==> src/rtl/axi_slice_pkg.sv <==
// Shared types for the AXI register slice: per-channel slice mode and the
// occupancy state used by the registered slice modes.
package axi_slice_pkg;

  typedef enum logic [1:0] {
    SLICE_BYPASS,
    SLICE_FULL,
    SLICE_LIGHT
  } slice_mode_e;

  typedef enum logic [1:0] {
    ST_EMPTY,
    ST_MAIN,
    ST_FULL
  } slice_state_e;

endpackage

==> src/rtl/axi_slice_chan.sv <==
// Generic valid/ready register slice for one AXI channel.
// The mode selects wires (bypass), a 2-entry skid (full) or a 1-entry buffer (light).
module axi_slice_chan
  import axi_slice_pkg::*;
#(
  parameter int unsigned WIDTH = 1,
  parameter slice_mode_e MODE  = SLICE_FULL
) (
  input  logic             clk,
  input  logic             rst,
  input  logic             in_valid,
  output logic             in_ready,
  input  logic [WIDTH-1:0] in_data,
  output logic             out_valid,
  input  logic             out_ready,
  output logic [WIDTH-1:0] out_data,
  output logic             occupied
);

  slice_state_e     state_q, state_d;
  logic [WIDTH-1:0] main_q, main_d;
  logic [WIDTH-1:0] skid_q, skid_d;
  logic             in_ready_q, in_ready_d;
  logic             in_hs, out_hs;

  always_comb begin
    state_d    = state_q;
    main_d     = main_q;
    skid_d     = skid_q;
    in_ready_d = in_ready_q;
    in_hs      = in_valid && in_ready_q;
    out_hs     = (state_q != ST_EMPTY) && out_ready;

    if (MODE == SLICE_FULL) begin
      case (state_q)
        ST_EMPTY: begin
          if (in_hs) begin
            main_d  = in_data;
            state_d = ST_MAIN;
          end
        end
        ST_MAIN: begin
          if (in_hs && !out_hs) begin
            skid_d  = in_data;
            state_d = ST_FULL;
          end else if (!in_hs && out_hs) begin
            state_d = ST_EMPTY;
          end else if (in_hs && out_hs) begin
            main_d = in_data;
          end
        end
        ST_FULL: begin
          if (out_hs) begin
            main_d  = skid_q;
            state_d = ST_MAIN;
          end
        end
        default: state_d = ST_EMPTY;
      endcase
      // Ready is computed from the next state so it can be registered
      // without a path from out_ready.
      in_ready_d = (state_d != ST_FULL);
    end else if (MODE == SLICE_LIGHT) begin
      if (state_q == ST_EMPTY) begin
        if (in_hs) begin
          main_d  = in_data;
          state_d = ST_MAIN;
        end
      end else if (out_hs) begin
        state_d = ST_EMPTY;
      end
      in_ready_d = (state_d == ST_EMPTY);
    end else begin
      state_d    = ST_EMPTY;
      in_ready_d = 1'b0;
    end
  end

  always_ff @(posedge clk) begin
    if (rst) begin
      state_q    <= ST_EMPTY;
      main_q     <= '0;
      skid_q     <= '0;
      in_ready_q <= 1'b0;
    end else begin
      state_q    <= state_d;
      main_q     <= main_d;
      skid_q     <= skid_d;
      in_ready_q <= in_ready_d;
    end
  end

  always_comb begin
    if (MODE == SLICE_BYPASS) begin
      out_valid = in_valid;
      in_ready  = out_ready;
      out_data  = in_data;
      occupied  = 1'b0;
    end else begin
      out_valid = (state_q != ST_EMPTY);
      in_ready  = in_ready_q;
      out_data  = main_q;
      occupied  = (state_q != ST_EMPTY);
    end
  end

endmodule

==> src/rtl/axi_slave_reg_slice.sv <==
// AXI4 register slice between a bus-side slave port and a slave device.
// Each channel is one axi_slice_chan; B and R run from the m_ side to the s_ side.
module axi_slave_reg_slice
  import axi_slice_pkg::*;
#(
  parameter int unsigned ID_W    = 8,
  parameter int unsigned ADDR_W  = 32,
  parameter int unsigned DATA_W  = 32,
  parameter int unsigned LEN_W   = 4,
  parameter int unsigned SIZE_W  = 3,
  parameter slice_mode_e AW_MODE = SLICE_FULL,
  parameter slice_mode_e W_MODE  = SLICE_FULL,
  parameter slice_mode_e AR_MODE = SLICE_FULL,
  parameter slice_mode_e B_MODE  = SLICE_FULL,
  parameter slice_mode_e R_MODE  = SLICE_FULL
) (
  input  logic                clk,
  input  logic                rst,
  input  logic [ID_W-1:0]     s_AWID,
  input  logic [ADDR_W-1:0]   s_AWADDR,
  input  logic [LEN_W-1:0]    s_AWLEN,
  input  logic [SIZE_W-1:0]   s_AWSIZE,
  input  logic [1:0]          s_AWBURST,
  input  logic                s_AWVALID,
  output logic                s_AWREADY,
  input  logic [DATA_W-1:0]   s_WDATA,
  input  logic [DATA_W/8-1:0] s_WSTRB,
  input  logic                s_WLAST,
  input  logic                s_WVALID,
  output logic                s_WREADY,
  output logic [ID_W-1:0]     s_BID,
  output logic [1:0]          s_BRESP,
  output logic                s_BVALID,
  input  logic                s_BREADY,
  input  logic [ID_W-1:0]     s_ARID,
  input  logic [ADDR_W-1:0]   s_ARADDR,
  input  logic [LEN_W-1:0]    s_ARLEN,
  input  logic [SIZE_W-1:0]   s_ARSIZE,
  input  logic [1:0]          s_ARBURST,
  input  logic                s_ARVALID,
  output logic                s_ARREADY,
  output logic [ID_W-1:0]     s_RID,
  output logic [DATA_W-1:0]   s_RDATA,
  output logic [1:0]          s_RRESP,
  output logic                s_RLAST,
  output logic                s_RVALID,
  input  logic                s_RREADY,
  output logic [ID_W-1:0]     m_AWID,
  output logic [ADDR_W-1:0]   m_AWADDR,
  output logic [LEN_W-1:0]    m_AWLEN,
  output logic [SIZE_W-1:0]   m_AWSIZE,
  output logic [1:0]          m_AWBURST,
  output logic                m_AWVALID,
  input  logic                m_AWREADY,
  output logic [DATA_W-1:0]   m_WDATA,
  output logic [DATA_W/8-1:0] m_WSTRB,
  output logic                m_WLAST,
  output logic                m_WVALID,
  input  logic                m_WREADY,
  input  logic [ID_W-1:0]     m_BID,
  input  logic [1:0]          m_BRESP,
  input  logic                m_BVALID,
  output logic                m_BREADY,
  output logic [ID_W-1:0]     m_ARID,
  output logic [ADDR_W-1:0]   m_ARADDR,
  output logic [LEN_W-1:0]    m_ARLEN,
  output logic [SIZE_W-1:0]   m_ARSIZE,
  output logic [1:0]          m_ARBURST,
  output logic                m_ARVALID,
  input  logic                m_ARREADY,
  input  logic [ID_W-1:0]     m_RID,
  input  logic [DATA_W-1:0]   m_RDATA,
  input  logic [1:0]          m_RRESP,
  input  logic                m_RLAST,
  input  logic                m_RVALID,
  output logic                m_RREADY,
  output logic                busy
);

  localparam int unsigned STRB_W = DATA_W / 8;
  localparam int unsigned A_PW   = ID_W + ADDR_W + LEN_W + SIZE_W + 2;
  localparam int unsigned W_PW   = DATA_W + STRB_W + 1;
  localparam int unsigned B_PW   = ID_W + 2;
  localparam int unsigned R_PW   = ID_W + DATA_W + 2 + 1;

  logic aw_occ, w_occ, b_occ, ar_occ, r_occ;

  axi_slice_chan #(.WIDTH(A_PW), .MODE(AW_MODE)) u_aw (
    .clk       (clk),
    .rst       (rst),
    .in_valid  (s_AWVALID),
    .in_ready  (s_AWREADY),
    .in_data   ({s_AWID, s_AWADDR, s_AWLEN, s_AWSIZE, s_AWBURST}),
    .out_valid (m_AWVALID),
    .out_ready (m_AWREADY),
    .out_data  ({m_AWID, m_AWADDR, m_AWLEN, m_AWSIZE, m_AWBURST}),
    .occupied  (aw_occ)
  );

  axi_slice_chan #(.WIDTH(W_PW), .MODE(W_MODE)) u_w (
    .clk       (clk),
    .rst       (rst),
    .in_valid  (s_WVALID),
    .in_ready  (s_WREADY),
    .in_data   ({s_WDATA, s_WSTRB, s_WLAST}),
    .out_valid (m_WVALID),
    .out_ready (m_WREADY),
    .out_data  ({m_WDATA, m_WSTRB, m_WLAST}),
    .occupied  (w_occ)
  );

  axi_slice_chan #(.WIDTH(B_PW), .MODE(B_MODE)) u_b (
    .clk       (clk),
    .rst       (rst),
    .in_valid  (m_BVALID),
    .in_ready  (m_BREADY),
    .in_data   ({m_BID, m_BRESP}),
    .out_valid (s_BVALID),
    .out_ready (s_BREADY),
    .out_data  ({s_BID, s_BRESP}),
    .occupied  (b_occ)
  );

  axi_slice_chan #(.WIDTH(A_PW), .MODE(AR_MODE)) u_ar (
    .clk       (clk),
    .rst       (rst),
    .in_valid  (s_ARVALID),
    .in_ready  (s_ARREADY),
    .in_data   ({s_ARID, s_ARADDR, s_ARLEN, s_ARSIZE, s_ARBURST}),
    .out_valid (m_ARVALID),
    .out_ready (m_ARREADY),
    .out_data  ({m_ARID, m_ARADDR, m_ARLEN, m_ARSIZE, m_ARBURST}),
    .occupied  (ar_occ)
  );

  axi_slice_chan #(.WIDTH(R_PW), .MODE(R_MODE)) u_r (
    .clk       (clk),
    .rst       (rst),
    .in_valid  (m_RVALID),
    .in_ready  (m_RREADY),
    .in_data   ({m_RID, m_RDATA, m_RRESP, m_RLAST}),
    .out_valid (s_RVALID),
    .out_ready (s_RREADY),
    .out_data  ({s_RID, s_RDATA, s_RRESP, s_RLAST}),
    .occupied  (r_occ)
  );

  assign busy = aw_occ | w_occ | b_occ | ar_occ | r_occ;

endmodule

==> config.mk <==
export PLATFORM = sky130hd
export DESIGN_NAME = axi_slave_reg_slice
export DESIGN_NICKNAME = d
export VERILOG_FILES = /design/src/rtl/axi_slice_pkg.sv /design/src/rtl/axi_slice_chan.sv /design/src/rtl/axi_slave_reg_slice.sv
export SDC_FILE = /design/constraint.sdc
export NUM_CORES = 1
export LEC_CHECK = 0
export ABC_AREA = 1
export CORE_ASPECT_RATIO = 1.25
export CORE_MARGIN = 2
export CORE_UTILIZATION = 30
export CTS_CLUSTER_SIZE = 30
export DETAILED_ROUTE_END_ITERATION = 6
export PLACE_DENSITY = 0.56
export SETUP_SLACK_MARGIN = 0.4
export SYNTH_ARGS = -nofsm -noshare
export SYNTH_HDL_FRONTEND = slang
export SYNTH_SLANG_ARGS = --single-unit
export TNS_END_PERCENT = 30
==> constraint.sdc <==
create_clock -name clk -period 1.4 [get_ports clk]
set_input_delay 0.21 -clock clk [delete_from_list [all_inputs] [get_ports clk]]
set_output_delay 0.21 -clock clk [all_outputs]
set_load 0.01 [all_outputs]
==> impl_metrics.py, run 1 <==
metrics = {
    "yosys": {
        "ys.flop_type": "dfxtp_1",
        "syn-num-nets": 2896,
        "ys_warn_count": 0,
        "ys_seq_elements": 391,
        "yosys.cell_types.count": 23,
        "synthesis.area_um2": 17300,
        "avgSynthCellArea_um2": 6.41,
        "synthCells": 2696,
        "synth_edf_count": 0,
        "synth-async-reset-ratio": 0,
        "yosysSeqAreaShare": 0.453,
    },
    "worst_setup_path": {
        "cp.arrival_ns": 1.46,
        "cp-end-kind": "output pin",
        "crit_required_ns": 1.19,
        "cpPeakStageDelay_ns": 0.36,
        "r2r_setup_slack_ns": -0.19,
        "worstReg2RegEnd": "u_aw.skid_q[14]",
        "worstSetupPathType": "flip-flop to output pin",
        "critical_path.max_fanout": 2,
        "rr_startpoint": "u_aw.state_q[1]",
        "slowest_stage": "dfxtp_4",
        "worst_r2r_path_depth": 9,
        "critPathLaunchType": "flip-flop",
        "cp_cell_sequence": "inv_4 -> nand2_4 -> nor3_2 -> nand3_1 -> buf_6",
    },
    "sta": {
        "setup_viol": 164,
        "finalClockSkew_ns": 0.0167,
        "rsz0062_at_grt": "true",
        "finalCritPeriodShare": 1.19,
        "finalHoldViolCount": 0,
        "slew-limit-headroom": 0.685,
        "fin_ws_ns": -0.267,
        "max_freq_ghz": 0.600,
        "final_period_minus_worst_setup_slack_ns": 1.67,
        "tightest_slew_ns": 0.473,
        "slew_violations": 0,
    },
    "floorplan": {
        "fp-row-count": 98,
        "dieHeight_um": 272,
        "initial_core_util": 0.303,
        "die_w_um": 219,
        "core_area_um2": 57000,
        "dieArea_um2": 59500,
        "ios": 399,
    },
    "finish": {
        "final_nets": 3362,
        "area_growth_pct": 59.5,
        "multiInputGateArea_um2": 9300,
        "final_common_cell": "nand2_1",
        "mostFrequentLayoutCells": "nand2_1, nor2_1, buf_6",
        "regArea_um2": 8060,
        "fill_cells": 5555,
        "drive_gt1_frac": 0.282,
        "final_cells": 3949,
        "fin_util": 0.483,
    },
    "drt": {
        "dr.pass1.iters": 5,
        "drc_errors": 0,
        "dr.first_iter.drc_count": 1062,
        "vias": 18500,
        "via_per_inst": 4.67,
        "wl_per_cell_um": 17.0,
        "detail-route-antenna-nets": 0,
        "drt-total-wl_um": 67200,
    },
    "clock_network": {
        "clk_latency_ns": 0.57,
        "htreeDepth": 2,
        "path_clk_slew_ns": 0.06,
        "clock-root-buffer": "clkbuf_16",
        "numCtsBuffers": 45,
        "cts_tree": "built",
        "cts.sinks": 391,
        "cts_buffer_depth": 3,
    },
    "worst_hold_path": {
        "whs_path_depth": 4,
        "hold_end": "u_ar.out_data[26]",
        "hp-class": "input port to flip-flop",
        "min_from": "rst",
    },
    "place": {
        "dpl_worst_slack_ns": -0.286,
        "portBuffers": 398,
        "gp_congestion": 0.817,
        "place_inst": 3781,
        "dp_hpwl_um": 40100,
    },
    "power_and_ir_drop": {
        "pwr_density_cell_nw_per_um2": 1050,
        "ir_worst_vdd_mv": 0.761,
        "power_mw": 28.8,
        "p_leak_nw": 12.5,
    },
    "outcome": {
        "violations": "setup timing",
        "outcome": "finished, violations left",
    },
    "global_routing": {
        "gr-usage-all-layers": 0.191,
        "grt_pass1_vias": 16900,
        "grt_max_degree": 74,
        "antenna_found_initial": 14,
        "grt_pass1_wl_um": 91000,
        "grt-ovfl-total": 0,
    },
    "run": {
        "maxCapViolations": 0,
    },
}
==> worst max-delay path by stage <==
stage,to,cells after the start,start,slack [ns]
6_report,busy,5,u_r.state_q[1],-0.27
5_1_grt,busy,5,u_r.state_q[1],-0.34
4_1_cts,busy,5,u_aw.state_q[1],-0.32
3_5_place_dp,u_ar.skid_q[33],8,s_ARVALID,-0.29
3_3_place_gp,u_ar.state_q[1],9,m_ARREADY,-0.27
2_1_floorplan,u_ar.out_data[37],10,u_ar.state_q[1],0.10
==> where the power goes <==
group	leakage, nW	switching, mW	total [mW]	internal [mW]
Clock	0.687	4.80	11.5	6.68
Combinational	8.55	2.55	5.22	2.67
Sequential	3.26	0.385	12.1	11.7
==> sequential cells by signal, summed over array words and instances (netlist names), 2 cells and up <==
register,cells
u_r.state_q,2
u_aw.skid_q,49
u_b.state_q,2
u_r.out_data,43
u_b.skid_q,10
u_w.skid_q,37
u_b.out_data,10
u_w.out_data,37
u_aw.out_data,49
u_ar.skid_q,49
u_w.state_q,2
u_ar.state_q,2
u_r.skid_q,43
u_aw.state_q,2
u_ar.out_data,49
==> cells in the mapped netlist (5+ instances only) <==
cell / instances / area, um2
o21ai_1: 11 / 55.1
nor3_1: 5 / 25.0
buf_1: 12 / 45.0
nand2_2: 6 / 37.5
buf_4: 6 / 45.0
nand3b_1: 56 / 420
nor2_1: 656 / 2460
buf_2: 58 / 290
inv_2: 9 / 33.8
o21ai_0: 118 / 591
nand2_1: 907 / 3400
nand3_1: 138 / 691
dfxtp_1: 391 / 7830
inv_1: 153 / 574
clkbuf_1: 90 / 338
a21oi_1: 68 / 340
==> stage by stage <==
stage	hold WS [ns]	instance area, um2	TNS (ns)
floorplan	0.352	17600	0
global placement	0.448	22900	-56.25
detailed placement	0.452	22900	-61.76
CTS	0.0241	24900	-2.87
global route	0.0684	27500	-24.47
finish	0.0504	27600	-10.49
==> cell families (layout without fill, tap and decap cells) <==
logic type             after synthesis  count (layout)  share of synthesized area
and+or+nand+nor                   1772            1774                      0.409
other                                0              10                          0
DFF                                391             391                      0.453
buffers and inverters              335             826                     0.0800
AOI/OAI and AO/OA                  198             198                     0.0575
==> worst max-delay path, delay by kind of cell, from the launching register on <==
family	cells	cell delay [ns]
buffers and inverters	2	0.22
AND/OR/NAND/NOR	3	0.31
flip-flops	1	0.36
==> repair_timing <==
item                                    in CTS  in global routing
pin swaps                                    8                 86
cloned                                       0                 56
buffers inserted                            10                 18
hold buffers                                 0                  0
endpoints found under the setup margin     590                590
resized for setup                         1245                363
==> final cells by class <==
class / instances / share of cell area
Clock inverter: 10 / 0.00418
Multi-Input combinational cell: 1972 / 0.338
Inverter: 165 / 0.0256
Tap cell: 750 / 0.0341
Sequential cell: 391 / 0.293
Timing Repair inverter: 1 / 0.000272
Antenna cell: 10 / 0.000908
Timing Repair Buffer: 586 / 0.258
Clock buffer: 64 / 0.0464
==> per-layer routing <==
| metal | wire length [um] | track usage | share of wire |
|---|---|---|---|
| met1 | 26000 | 0.223 | 0.39 |
| met2 | 33100 | 0.322 | 0.49 |
| met3 | 4920 | 0.0559 | 0.073 |
| met4 | 3100 | 0.0829 | 0.046 |
| met5 | 55 | 0 | 0.00082 |
Power figures use the tool's default switching activity.
==> run 2: changes to the inputs <==
- CTS_CLUSTER_DIAMETER: unset -> 40
==> impl_metrics.py, run 2 (same netlist as run 1, synthesis figures left out) <==
metrics = {
    "worst_setup_path": {
        "crit_required_ns": 1.19,
        "worstSetupPathType": "flip-flop to output pin",
        "critPathLaunchType": "flip-flop",
        "critical_path.max_fanout": 2,
        "cp-end-kind": "output pin",
        "cp.arrival_ns": 1.46,
    },
    "power_and_ir_drop": {
        "p_leak_nw": 12.8,
        "pwr_density_cell_nw_per_um2": 1230,
        "p_sw_mw": 9.36,
        "p_seq_frac": 0.355,
        "p_sw_frac": 0.274,
        "ir_worst_vdd_mv": 0.925,
        "comb_power_share": 0.147,
        "p_int_mw": 24.8,
        "clock_power_share": 0.498,
    },
    "floorplan": {
        "fp-row-count": 98,
        "core_area_um2": 57000,
        "ios": 399,
        "initial_core_util": 0.303,
        "die_w_um": 219,
        "dieArea_um2": 59500,
        "dieHeight_um": 272,
    },
    "finish": {
        "fill_cells": 5522,
        "final_nets": 3363,
        "drive_gt1_frac": 0.279,
        "area_growth_pct": 61.3,
        "mostFrequentLayoutCells": "nand2_1, nor2_1, dfxtp_1",
        "final_common_cell": "nand2_1",
    },
    "outcome": {
        "outcome": "finished, violations left",
        "violations": "DRC, setup timing",
    },
    "place": {
        "dp_hpwl_um": 40100,
        "gp_congestion": 0.817,
        "portBuffers": 398,
        "dpl_worst_slack_ns": -0.286,
    },
    "sta": {
        "finalClockSkew_ns": 0.0319,
        "slew-limit-headroom": 0.701,
        "max_freq_ghz": 0.598,
        "rsz0062_at_grt": "true",
        "setup_viol": 100,
        "finalHoldViolCount": 0,
        "slew_violations": 0,
        "final_period_minus_worst_setup_slack_ns": 1.67,
        "hold_slack_ns": 0.0405,
        "fin_ws_ns": -0.272,
        "final.setup.tns_ns": -5.23,
        "finalCritPeriodShare": 1.19,
        "tightest_slew_ns": 0.449,
    },
    "global_routing": {
        "grt_max_degree": 74,
        "grt_pass1_wl_um": 91900,
        "grt_pass1_vias": 17100,
        "gr-usage-all-layers": 0.193,
        "grt-ovfl-total": 0,
        "antenna_found_initial": 12,
    },
    "clock_network": {
        "cts_tree": "built",
        "cts_buffer_depth": 3,
        "htreeDepth": 3,
        "clock-root-buffer": "clkbuf_16",
        "cts.sinks": 391,
        "path_clk_slew_ns": 0.05,
        "numCtsBuffers": 66,
        "clk_latency_ns": 0.59,
    },
    "drt": {
        "via_per_inst": 4.64,
        "dr.pass1.iters": 7,
        "detail-route-antenna-nets": 0,
        "drt-total-wl_um": 65100,
        "vias": 18500,
        "dr.first_iter.drc_count": 1032,
        "drc_errors": 1,
        "wl_per_cell_um": 16.4,
    },
    "worst_hold_path": {
        "hp-class": "input port to flip-flop",
    },
    "run": {
        "maxCapViolations": 0,
    },
}
[run 2: cell count changes in the layout (fill, tap and decap cells not counted), sizes merged]
cell and delta:
dlygate4sd3 +1, bufinv +4, diode -2, clkinv +11, buf -9, inv +22, clkinvlp +2, clkbuf -3
[run 2: metal layers]
layer,GRT usage,part of all wire,up-vias
met5,0,0.00080,-
met2,0.327,0.49,560
met1,0.222,0.39,8469
li1,-,-,9264
met4,0.0937,0.036,8
met3,0.0571,0.075,149
[run 2: final cells by class]
type | count | area [um2] | share of cell area
timing repair inverter | 1 | 7.51 | 0.000269
sequential | 391 | 8060 | 0.289
timing repair buffer | 566 | 6750 | 0.242
clock inverter | 49 | 591 | 0.0212
clock buffer | 73 | 1750 | 0.0629
antenna | 8 | 20.0 | 0.000718
multi-input combinational | 1972 | 9040 | 0.325
tap | 750 | 938 | 0.0337
inverter | 165 | 701 | 0.0251
[run 2: stage by stage]
stage | total power [mW] | std cells | cell area, um2 | utilization
3_5_place_dp | 16.5 | 3781 | 22900 | 0.402
5_1_grt | 35.6 | 3973 | 27900 | 0.489
6_report | 34.2 | 3975 | 27900 | 0.489
4_1_cts | 34.0 | 3913 | 25800 | 0.453
3_3_place_gp | 16.5 | 3781 | 22900 | 0.402
2_1_floorplan | 14.2 | 2696 | 17600 | -
[run 2: worst paths after layout]
path                   start                 to  slack, ns  cells after the start
min                      rst  u_ar.out_data[26]       0.04                      4
max          u_aw.state_q[0]               busy      -0.27                      5
max reg2reg  u_aw.state_q[1]  u_aw.out_data[26]      -0.11                     10
min reg2reg  u_aw.skid_q[30]    u_aw.skid_q[30]       0.46                      2
[run 2: power groups by stage]
| stage | clock, mW | sequential, mW | combinational, mW |
|---|---|---|---|
| 6_report | 17.0 | 12.1 | 5.03 |
| 5_1_grt | 18.0 | 12.2 | 5.49 |
| 4_1_cts | 17.5 | 12.1 | 4.43 |
| 3_5_place_dp | 0 | 12.2 | 4.32 |
| 3_3_place_gp | 0 | 12.2 | 4.28 |
| 2_1_floorplan | 0 | 12.4 | 1.84 |
[run 2: critical path, stage by stage (launching register included)]
cell,delay [ns]
dfxtp_2,0.33
nor2_4,0.14
inv_4,0.06
nor3_2,0.09
nand3_1,0.11
buf_6,0.15
[run 2: repair_timing]
item                                     CTS  global route
pin swaps                                  7            81
setup buffers                              9            14
gates cloned                               0            40
hold buffers                               1             0
resized for setup                       1243           304
endpoints found under the hold margin      2             0
endpoints found under the setup margin   590           590
==> run 3: changes to the inputs <==
- ABC_AREA: 1 -> 0
- PLACE_DENSITY: 0.56 -> 0.57
==> impl_metrics.py, run 3 <==
metrics = {
    "finish": {
        "finalInstanceArea_um2": 27200,
        "final_nets": 2626,
        "area_growth_pct": 68.8,
        "final_cells": 3143,
        "fill_cells": 4705,
        "fin_util": 0.515,
        "drive_gt1_frac": 0.417,
        "mostFrequentLayoutCells": "nand2_1, buf_6, dfxtp_1",
        "final_common_cell": "nand2_1",
    },
    "sta": {
        "max_freq_ghz": 0.469,
        "setup_viol": 372,
        "tightest_slew_ns": 0.749,
        "rsz0062_at_grt": "true",
        "slew-limit-headroom": 0.499,
        "fin_ws_ns": -0.730,
        "final_period_minus_worst_setup_slack_ns": 2.13,
        "finalCritPeriodShare": 1.52,
        "final.setup.tns_ns": -70.88,
        "slew_violations": 0,
        "finalHoldViolCount": 0,
        "finalClockSkew_ns": 0.0308,
        "hold_slack_ns": 0.0689,
    },
    "yosys": {
        "synth_top_cell_area_share": 0.486,
        "synth_common_cells": "dfxtp_1, nand2_1, a211oi_1",
        "yosys.cell_types.count": 28,
        "yosysTopAreaCell": "dfxtp_1",
        "ys_seq_elements": 391,
        "ys_warn_count": 0,
        "syn-num-nets": 2102,
        "yosys-top-cells-area": "dfxtp_1, a211oi_1, nand2_1",
        "synthesis.area_um2": 16100,
        "synth.most_common_cell": "dfxtp_1",
        "avgSynthCellArea_um2": 8.47,
        "yosysSeqAreaShare": 0.486,
        "synth-async-reset-ratio": 0,
        "synthCells": 1902,
        "ys.flop_type": "dfxtp_1",
        "synth_edf_count": 0,
    },
    "worst_setup_path": {
        "cpPeakStageDelay_ns": 0.41,
        "crit_required_ns": 1.19,
        "cp-end-kind": "output pin",
        "critPathLaunchType": "flip-flop",
        "worst-path-buf-inv": 1,
        "worstSetupPathType": "flip-flop to output pin",
        "cp.arrival_ns": 1.92,
        "slowest_stage": "or4_4",
        "crit_top_cell": "or2_4",
        "critPathTopFamily": "simple AND/OR/NAND/NOR gates",
        "cp_cell_sequence": "or2_4 -> or2_4 -> or4_4 -> buf_6",
        "critical_path.max_fanout": 2,
    },
    "outcome": {
        "violations": "setup timing",
        "outcome": "finished, violations left",
    },
    "floorplan": {
        "dieHeight_um": 263,
        "core_area_um2": 52800,
        "ios": 399,
        "fp-row-count": 94,
        "dieArea_um2": 55600,
        "initial_core_util": 0.305,
        "die_w_um": 211,
    },
    "global_routing": {
        "grt_pass1_wl_um": 81800,
        "gr-usage-all-layers": 0.183,
        "gr-max-usage-layer": "met2",
        "grtUsageMet1": 0.209,
        "grt-ovfl-total": 0,
        "grt_pass1_vias": 14800,
        "use_met3": 0.0441,
        "grt_max_degree": 57,
        "use_met2": 0.326,
        "antenna_found_initial": 2,
    },
    "drt": {
        "dr.pass1.iters": 4,
        "via_per_inst": 4.94,
        "wl_per_cell_um": 18.3,
        "detail-route-antenna-nets": 0,
        "vias": 15500,
        "drc_errors": 0,
        "drt-total-wl_um": 57700,
        "dr.first_iter.drc_count": 745,
    },
    "place": {
        "dpl_worst_slack_ns": -0.585,
        "dp_hpwl_um": 33600,
        "gp_congestion": 0.787,
        "portBuffers": 398,
        "place_inst": 2928,
        "dpl-instance-area_um2": 21900,
    },
    "clock_network": {
        "cts.sinks": 391,
        "numCtsBuffers": 54,
        "path_clk_slew_ns": 0.05,
        "htreeDepth": 2,
        "cts_buffer_depth": 3,
        "clk_latency_ns": 0.59,
        "clock-root-buffer": "clkbuf_16",
        "cts_tree": "built",
    },
    "worst_hold_path": {
        "hp-class": "input port to flip-flop",
    },
    "power_and_ir_drop": {
        "power_mw": 30.9,
        "ir_worst_vdd_mv": 0.772,
        "pwr_density_cell_nw_per_um2": 1140,
        "p_leak_nw": 10.4,
    },
    "run": {
        "maxCapViolations": 0,
    },
}
[run 3: cell count changes after synthesis, moves of 115 or more]
cell | previous run | this run
o21ai_0 | 118 | 3
a211oi_1 | 0 | 282
nand2_1 | 907 | 362
nand3_1 | 138 | 7
nor2_1 | 656 | 75
a21oi_1 | 68 | 188
and2_1 | 0 | 145
[run 3: logic make-up (layout without fill, tap and decap cells)]
group / after synthesis / count (layout) / share of synthesized area
mux: 107 / 107 / 0.0701
compound gates: 482 / 482 / 0.196
simple gates: 627 / 631 / 0.176
buf+inv: 295 / 859 / 0.0725
flops: 391 / 391 / 0.486
other cells: 0 / 1 / 0
[run 3: where the power goes]
| part | leakage [nW] | total (mW) | internal, mW | switching [mW] |
|---|---|---|---|---|
| clock network | 0.895 | 14.0 | 8.63 | 5.41 |
| logic | 6.27 | 4.82 | 2.73 | 2.09 |
| registers | 3.26 | 12.1 | 11.7 | 0.380 |
[run 3: final cells by class]
type	instances	area, um2	share of cell area
tap	672	841	0.0309
multi-input combinational	1220	8760	0.322
clock inverter	34	402	0.0148
sequential	391	8070	0.297
clock buffer	66	1460	0.0536
inverter	145	552	0.0203
antenna	1	2.50	0.0000920
timing repair buffer	614	7110	0.262
[run 3: what timing repair did]
item | 4_1_cts | 5_1_grt
gates resized for setup | 1004 | 481
endpoints found under the hold margin | 6 | 0
setup endpoints to repair | 590 | 590
buffers inserted | 34 | 35
pin swaps | 19 | 154
hold buffers | 2 | 0
cloned | 12 | 31
[run 3: layer usage]
layer,up-vias,routed length [um]
li1,7489,-
met1,7476,22700
met2,431,29400
met3,115,3480
met4,0,2130
met5,-,0
[run 3: tightest hold or removal path: cells and delay by family]
kind	cells	cell delay, ns
buf+inv	2	0.31
compound gates	1	0.08
[run 3: final timing paths]
kind | cells after the start | slack [ns] | start | to
max | 4 | -0.73 | u_w.state_q[1] | busy
min reg2reg | 2 | 0.45 | u_w.skid_q[10] | u_w.skid_q[10]
max reg2reg | 12 | -0.46 | u_r.state_q[1] | u_r.out_data[9]
min | 3 | 0.07 | rst | u_aw.out_data[37]
